--- src/rtl/instr_encoder.sv ---
// instr_encoder: RISC-V base-format instruction encoder with range checking, FIFO output buffer and saturating stats.
module instr_encoder #(
  parameter int DEPTH = 2,
  parameter int CNT_W = 16
) (
  input  logic             clk_i,
  input  logic             rst_i,
  input  logic             in_valid_i,
  output logic             in_ready_o,
  input  logic [2:0]       fmt_i,
  input  logic [6:0]       opcode_i,
  input  logic [2:0]       func3_i,
  input  logic [6:0]       func7_i,
  input  logic [4:0]       rd_i,
  input  logic [4:0]       rs1_i,
  input  logic [4:0]       rs2_i,
  input  logic [31:0]      imm_i,
  output logic             out_valid_o,
  input  logic             out_ready_i,
  output logic [31:0]      instr_o,
  output logic             err_o,
  output logic [CNT_W-1:0] enc_cnt_o,
  output logic [CNT_W-1:0] err_cnt_o
);
  localparam int AW = $clog2(DEPTH);
  localparam int CW = AW + 1;
  logic [32:0] mem_q [DEPTH];
  logic [32:0] mem_d [DEPTH];
  logic [AW-1:0] wr_ptr_q, wr_ptr_d, rd_ptr_q, rd_ptr_d;
  logic [CW-1:0] count_q, count_d;
  logic [CNT_W-1:0] enc_cnt_q, enc_cnt_d, err_cnt_q, err_cnt_d;
  logic [31:0] enc;
  logic bad, push, pop, fit12, fit13, fit21;
  logic [32:0] entry;
  // An immediate fits N signed bits when every bit above N-2 equals the sign.
  always_comb begin
    fit12 = &imm_i[31:11] | ~|imm_i[31:11];
    fit13 = (&imm_i[31:12] | ~|imm_i[31:12]) & ~imm_i[0];
    fit21 = (&imm_i[31:20] | ~|imm_i[31:20]) & ~imm_i[0];
    enc = 32'h0000_0013;
    bad = 1'b1;
    case (fmt_i)
      3'd0: begin
        enc = {func7_i, rs2_i, rs1_i, func3_i, rd_i, opcode_i};
        bad = 1'b0;
      end
      3'd1: begin
        enc = {imm_i[11:0], rs1_i, func3_i, rd_i, opcode_i};
        bad = ~fit12;
      end
      3'd2: begin
        enc = {imm_i[11:5], rs2_i, rs1_i, func3_i, imm_i[4:0], opcode_i};
        bad = ~fit12;
      end
      3'd3: begin
        enc = {imm_i[12], imm_i[10:5], rs2_i, rs1_i, func3_i, imm_i[4:1], imm_i[11], opcode_i};
        bad = ~fit13;
      end
      3'd4: begin
        enc = {imm_i[31:12], rd_i, opcode_i};
        bad = |imm_i[11:0];
      end
      3'd5: begin
        enc = {imm_i[20], imm_i[10:1], imm_i[11], imm_i[19:12], rd_i, opcode_i};
        bad = ~fit21;
      end
      default: bad = 1'b1;
    endcase
    entry = {bad, bad ? 32'h0000_0013 : enc};
  end
  assign in_ready_o  = count_q < CW'(DEPTH);
  assign out_valid_o = count_q != '0;
  assign {err_o, instr_o} = mem_q[rd_ptr_q];
  assign enc_cnt_o = enc_cnt_q;
  assign err_cnt_o = err_cnt_q;
  always_comb begin
    push = in_valid_i & in_ready_o;
    pop = out_valid_o & out_ready_i;
    mem_d = mem_q;
    if (push) mem_d[wr_ptr_q] = entry;
    wr_ptr_d = wr_ptr_q + AW'(push);
    rd_ptr_d = rd_ptr_q + AW'(pop);
    count_d = count_q + CW'(push) - CW'(pop);
    enc_cnt_d = (push && !(&enc_cnt_q)) ? enc_cnt_q + CNT_W'(1) : enc_cnt_q;
    err_cnt_d = (push && bad && !(&err_cnt_q)) ? err_cnt_q + CNT_W'(1) : err_cnt_q;
  end
  always_ff @(posedge clk_i) begin
    if (rst_i) begin
      mem_q <= '{default: '0};
      wr_ptr_q <= '0;
      rd_ptr_q <= '0;
      count_q <= '0;
      enc_cnt_q <= '0;
      err_cnt_q <= '0;
    end else begin
      mem_q <= mem_d;
      wr_ptr_q <= wr_ptr_d;
      rd_ptr_q <= rd_ptr_d;
      count_q <= count_d;
      enc_cnt_q <= enc_cnt_d;
      err_cnt_q <= err_cnt_d;
    end
  end
endmodule

--- config.mk ---
export PLATFORM = sky130hd
export DESIGN_NAME = instr_encoder
export DESIGN_NICKNAME = d
export VERILOG_FILES = /design/src/rtl/instr_encoder.sv
export SDC_FILE = /design/constraint.sdc
export NUM_CORES = 1
export LEC_CHECK = 0
export CAP_MARGIN = 20
export CELL_PAD_IN_SITES_DETAIL_PLACEMENT = 0
export CELL_PAD_IN_SITES_GLOBAL_PLACEMENT = 1
export CORE_ASPECT_RATIO = 1.75
export CORE_MARGIN = 2
export CORE_UTILIZATION = 39
export DETAILED_ROUTE_END_ITERATION = 12
export GPL_TIMING_DRIVEN = 0
export PLACE_DENSITY = 0.86
export SLEW_MARGIN = 20
export SYNTH_ARGS = -nofsm -noshare
export SYNTH_HDL_FRONTEND = slang
export SYNTH_SLANG_ARGS = --single-unit
--- constraint.sdc ---
create_clock -name clk_i -period 2.8 [get_ports clk_i]
set_input_delay 0.56 -clock clk_i [delete_from_list [all_inputs] [get_ports clk_i]]
set_output_delay 0.56 -clock clk_i [all_outputs]
set_load 0.05 [all_outputs]
=== Word level (Yosys, flattened, before mapping) ===
Cells that the tools add are included.

* Register bits: 102
* Input port bits: 71
* Output and inout bits: 67
* Word-level logic and storage cells: 65

* Add/subtract/negate cells: 6
* $lt $le $gt $ge: 4
* Equality and inequality tests: 5
* Multiplexer cells: 9
* Bitwise gates (word level): 13
* Reduce and logical (&&, ||, !) cells: 21

{| class="wikitable"
|+ Operator list
! kind !! count
|-
| 32-bit case mux with 6 select lines || 1
|-
| 33-bit two-way mux || 4
|-
| 66-bit bitwise mux || 1
|-
| 33-bit demux with 1-bit select || 1
|-
| 16-bit by 1-bit adder with 16-bit output (second input constant) || 2
|-
| 32-bit two-way mux || 1
|-
| 16-bit AND reduction || 2
|-
| 12-bit OR reduction || 2
|-
| 21-bit AND reduction || 1
|-
| 21-bit OR reduction || 1
|-
| 20-bit AND reduction || 1
|-
| 20-bit OR reduction || 1
|-
| 12-bit AND reduction || 1
|-
| 3-bit by 2-bit == test with 1-bit output (second input constant) || 2
|-
| 3-bit == test (second input constant) || 2
|-
| 1-bit zero test || 5
|-
| 1-bit case mux with 5 select lines || 1
|-
| 1-bit AND || 4
|-
| 2-bit greater-or-equal comparator (second input constant) || 2
|-
| 1-bit logical AND || 4
|-
| 1-bit NOT || 4
|-
| 1-bit NOT with 2-bit output || 2
|-
| 3-bit by 1-bit == test with 1-bit output (second input constant) || 1
|-
| 3-bit zero test || 1
|-
| 8 further kinds || 11
|}

=== Depth between registers and ports, before layout ===
* Word-level depth: 8
* Depth in mapped cells: 10
* Depth with buffers taken out: 8

=== Worst setup path before layout ===
No wires, ideal clock.

* Kind: register to register
* From: register err_cnt_q[2], in the netlist err_cnt_o[2]
* To: register err_cnt_q[1], in the netlist err_cnt_o[1]
* Setup time: 115 ps
* Arrival: 2,261 ps
* Data required time: 2,685 ps
* Setup slack: 424 ps
* Cell stages (with the launch flop): 10
* Buffers on the path: 2
* Clock period less this slack: 2,376 ps
* Cell sequence: dfxtp_1 -> nand3_1 -> nor2_2 -> nand3_1 -> or3_1 -> nand2_1 -> buf_2 -> buf_4 -> nor3b_1 -> o21ba_2

* Cells in the longest elaborated chain, start to end: 3

{| class="wikitable"
|+ Ends and longest elaborated chain
! item !! line !! source
|-
| start: declaration || 31 || <nowiki>logic [CNT_W-1:0] enc_cnt_q, enc_cnt_d, err_cnt_q, err_cnt_d;</nowiki>
|-
| start signal: assignment || 101 || <nowiki>err_cnt_q <= err_cnt_d;</nowiki>
|-
| 16-bit AND reduction || 85 || <nowiki>err_cnt_d = (push && bad && !(&err_cnt_q)) ? err_cnt_q + CNT_W'(1) : err_cnt_q;</nowiki>
|-
| 1-bit zero test || 85 ||
|-
| 1-bit logical AND || 85 ||
|}

No other way between the ends.
A chain may end at the register's enable or synchronous reset.

=== Worst setup path in the final report ===
* From: register rd_ptr_q
* To: output port instr_o[7]

* Cells in the longest elaborated chain, start to end: 4

{| class="wikitable"
|+ Ends and longest elaborated chain
! item !! line !! source
|-
| start: declaration || 29 || <nowiki>logic [AW-1:0] wr_ptr_q, wr_ptr_d, rd_ptr_q, rd_ptr_d;</nowiki>
|-
| start signal: assignment || 98 || <nowiki>rd_ptr_q <= rd_ptr_d;</nowiki>
|-
| 1-bit NOT with 2-bit output (not written as such) || 73 || <nowiki>assign {err_o, instr_o} = mem_q[rd_ptr_q];</nowiki>
|-
| 33-bit two-way mux (not written as such) (3 in a row) || 73 ||
|-
| end: declaration || 20 || <nowiki>output logic [31:0] instr_o,</nowiki>
|}

No other way between the ends. The select of a mux whose other input is x is not followed.

==> reports/metrics.yaml <==
global_route:
  grtUsageMet1_pct: 24.5
  grt_start_max_net_pins: 18
  grt_usage_pct: 23.2
  globalRouteMet3Util_pct: 4.89
  overflow: 0
  antenna_found_initial: 0
  grt_pass1_vias: 5556
  grt_pass1_wl_um: 27500
  use_met2_pct: 44.1
  grt-busiest-layer: "met2"
timing:
  setup_viol: 0
  post-route-min-period_ns: 2.70
  worst_pin_slew_ns: 0.639
  maxSlewViolCount: 0
  finalCritPeriodShare_pct: 96.3
  max_freq_mhz: 371
  hold_viol: 0
  setup_tns_ns: 0
  fin_skew_ns: 0.0120
  slew_headroom_pct: 57.3
synth:
  yosysMostFrequentCell: "dfxtp_1"
  synthMuxAreaShare_pct: 7.73
  synth_seq_cells: 102
  synthXorXnorAreaFrac_pct: 2.95
  synthAdderAreaFrac_pct: 1.41
  syn_area_um2: 5340
  synth_top_family_by_area: "simple AND/OR/NAND/NOR gates"
  yosysSeqAreaShare_pct: 38.2
  yosys.area.top_type: "dfxtp_1"
  synthSimpleGateAreaFrac_pct: 27.0
  synth-main-ff-cell: "dfxtp_1"
  synthCells: 637
  yosysTopAreaCellShare_pct: 38.2
  syn-num-nets: 714
  ys_async_sr_fraction_pct: 0
  synth-edff-count: 0
  synth_area_leaders: "dfxtp_1 (38%), mux2_2 (7.2%), a21oi_1 (6.9%)"
  syn_avg_cell_area_um2: 8.38
  ys_warn_count: 0
  synth_compound_area_share_pct: 17.3
  synth_common_cells: "dfxtp_1 (102), a21oi_1 (74), nand3_1 (60), nand2b_1 (59), nor2_1 (39)"
  yosysUniqueCellTypes: 47
cells_and_area:
  multi_input_area_um2: 3060
  post-route-util_pct: 54.4
  seq_area_um2: 2040
  final_area_um2: 7280
  area_growth_pct: 36.3
  diodes: 0
  drive_gt1_share_pct: 10.9
  nNetsFinal: 864
  fill_cells: 1249
placed_design:
  placed_area_um2: 6930
  port_buffers: 137
  dpl.hpwl_um: 13200
  place_congestion: 0.953
drt:
  routed_via_density: 5.59
  drt_wl_total_um: 17400
  drc: 0
  first_pass_iters: 4
  drtIter0Drc: 294
  vias: 5399
  routedWlPerCell_um: 18.0
  ant_nets: 0
run:
  cap_violations: 0
power_and_ir_drop:
  powerDensity_nw_per_um2: 561
  power_leakage_nw: 2.69
  peakVddDrop_mv: 0.461
  totalPowerFinal_mw: 4.08
critical_path:
  required_ns: 2.24
  end_kind: "output port"
  r2r_cells: 9
  regToRegEndpoint: "err_cnt_o[1]"
  arrival_ns: 2.14
  ff2ff_setup_slack_ns: 0.53
  reg2reg_from: "err_cnt_o[2]"
  crit_fanout: 10
  crit_type: "flip-flop to output port"
  setup.worst_path.start_class: "flip-flop"
hold_path:
  hold_path_end: "mem_q[15]"
  hp-class: "flip-flop to flip-flop"
  hold_start: "mem_q[15]"
  hold_path_depth: 2
floorplan:
  die_w_um: 92.5
  pin_count: 138
  die_y_um: 159
  die_area_um2: 14700
  start_util_pct: 39.9
  placement_rows: 56
  core_area_um2: 13400
clocking:
  cts_sinks: 102
  cts_buffers: 9
  cts_tree: "yes"
  clk_latency_ns: 0.35
  cts_root_buffer: "clkbuf_16"
  cts_hold_buf: 0
  path_clk_slew_ns: 0.08
  htree_levels: 3
  clockBufferDepth: 2
outcome:
  status: "complete, no violations"
metal layers:
layer  part of all wire [%]  wire [um]  vias up
li1                       -          -     2597
met1                     38       6610     2600
met2                     54       9310      174
met3                    5.8       1000       28
met4                    2.7        463        0
met5                      0          0        -
sequential cells by signal, indices dropped and copies added (netlist names):
signal / cells
mem_q: 66
enc_cnt_o: 16
err_cnt_o: 16
count_q: 2
rd_ptr_q: 1
wr_ptr_q: 1
critical path, cell delays in order (launching register included):
cell and delay, ns:
dfxtp_1 0.31, clkbuf_1 0.31, buf_2 0.35, mux2_2 0.39, dlygate4sd2_1 0.43
what timing repair did:
| action | CTS | global route |
|---|---|---|
| setup endpoints to repair | 70 | 87 |
| setup buffers | 0 | 2 |
| cloned | 0 | 0 |
| pin swaps | 0 | 8 |
| gates resized for setup | 34 | 26 |
worst max path at each step:
stage / from / end / slack [ns] / depth (start not counted)
after floorplan: err_cnt_o[2] / err_cnt_o[1] / 0.42 / 9
after global placement: imm_i[20] / mem_q[23] / -0.35 / 10
after detailed placement: fmt_i[1] / mem_q[21] / -0.48 / 9
after CTS: imm_i[20] / mem_q[41] / 0.002 / 10
after global routing: imm_i[27] / mem_q[61] / -0.01 / 11
final: rd_ptr_q / instr_o[7] / 0.10 / 4
where the power goes:
part | total, mW | switching [mW] | internal (mW)
Combinational | 1.31 | 0.794 | 0.519
Sequential | 1.59 | 0.0509 | 1.54
Clock | 1.18 | 0.569 | 0.610
Total | 4.08 | 1.41 | 2.67
layout make-up:
| class | count | area share [%] |
|---|---|---|
| sequential | 102 | 28.1 |
| buffer | 49 | 3.63 |
| clock inverter | 6 | 0.602 |
| clock buffer | 10 | 3.15 |
| inverter | 14 | 0.722 |
| timing repair buffer | 139 | 18.8 |
| tap | 174 | 2.99 |
| multi-input combinational | 472 | 42.0 |
through the flow:
| stage | std cells | worst slack (ns) | hold WS, ns |
|---|---|---|---|
| floorplan | 637 | 0.424 | 0.447 |
| global placement | 948 | -0.352 | 0.454 |
| detailed placement | 948 | -0.480 | 0.462 |
| CTS | 964 | 0.00213 | 0.474 |
| global route | 966 | -0.00992 | 0.493 |
| finish | 966 | 0.105 | 0.471 |
logic make-up (layout without fill, tap and decap cells):
logic type | count (synthesis) | in the layout
adders and majority gates | 6 | 6
xor gates and xnor gates | 18 | 18
buffers and inverters | 63 | 218
DFF | 102 | 102
muxes | 37 | 37
AOI/OAI and AO/OA | 149 | 149
and+or+nand+nor | 262 | 262
cell usage in the layout, fill, tap and decap left out, drive strengths merged, types with 8 or more instances in the layout:
cell type / n
buf: 23
nand2b: 59
xor2: 13
o21ai: 17
clkbuf: 38
a211oi: 10
inv: 16
a21oi: 74
nand3: 60
dlygate4sd2: 29
nor4: 9
a22o: 8
mux2: 34
dfxtp: 102
nand3b: 14
or4: 8
dlymetal6s2s: 8
a22oi: 16
o31ai: 9
nand2: 27
clkdlybuf4s50: 100
nand4: 14
nor2: 40
Power figures use the tool's default switching activity.
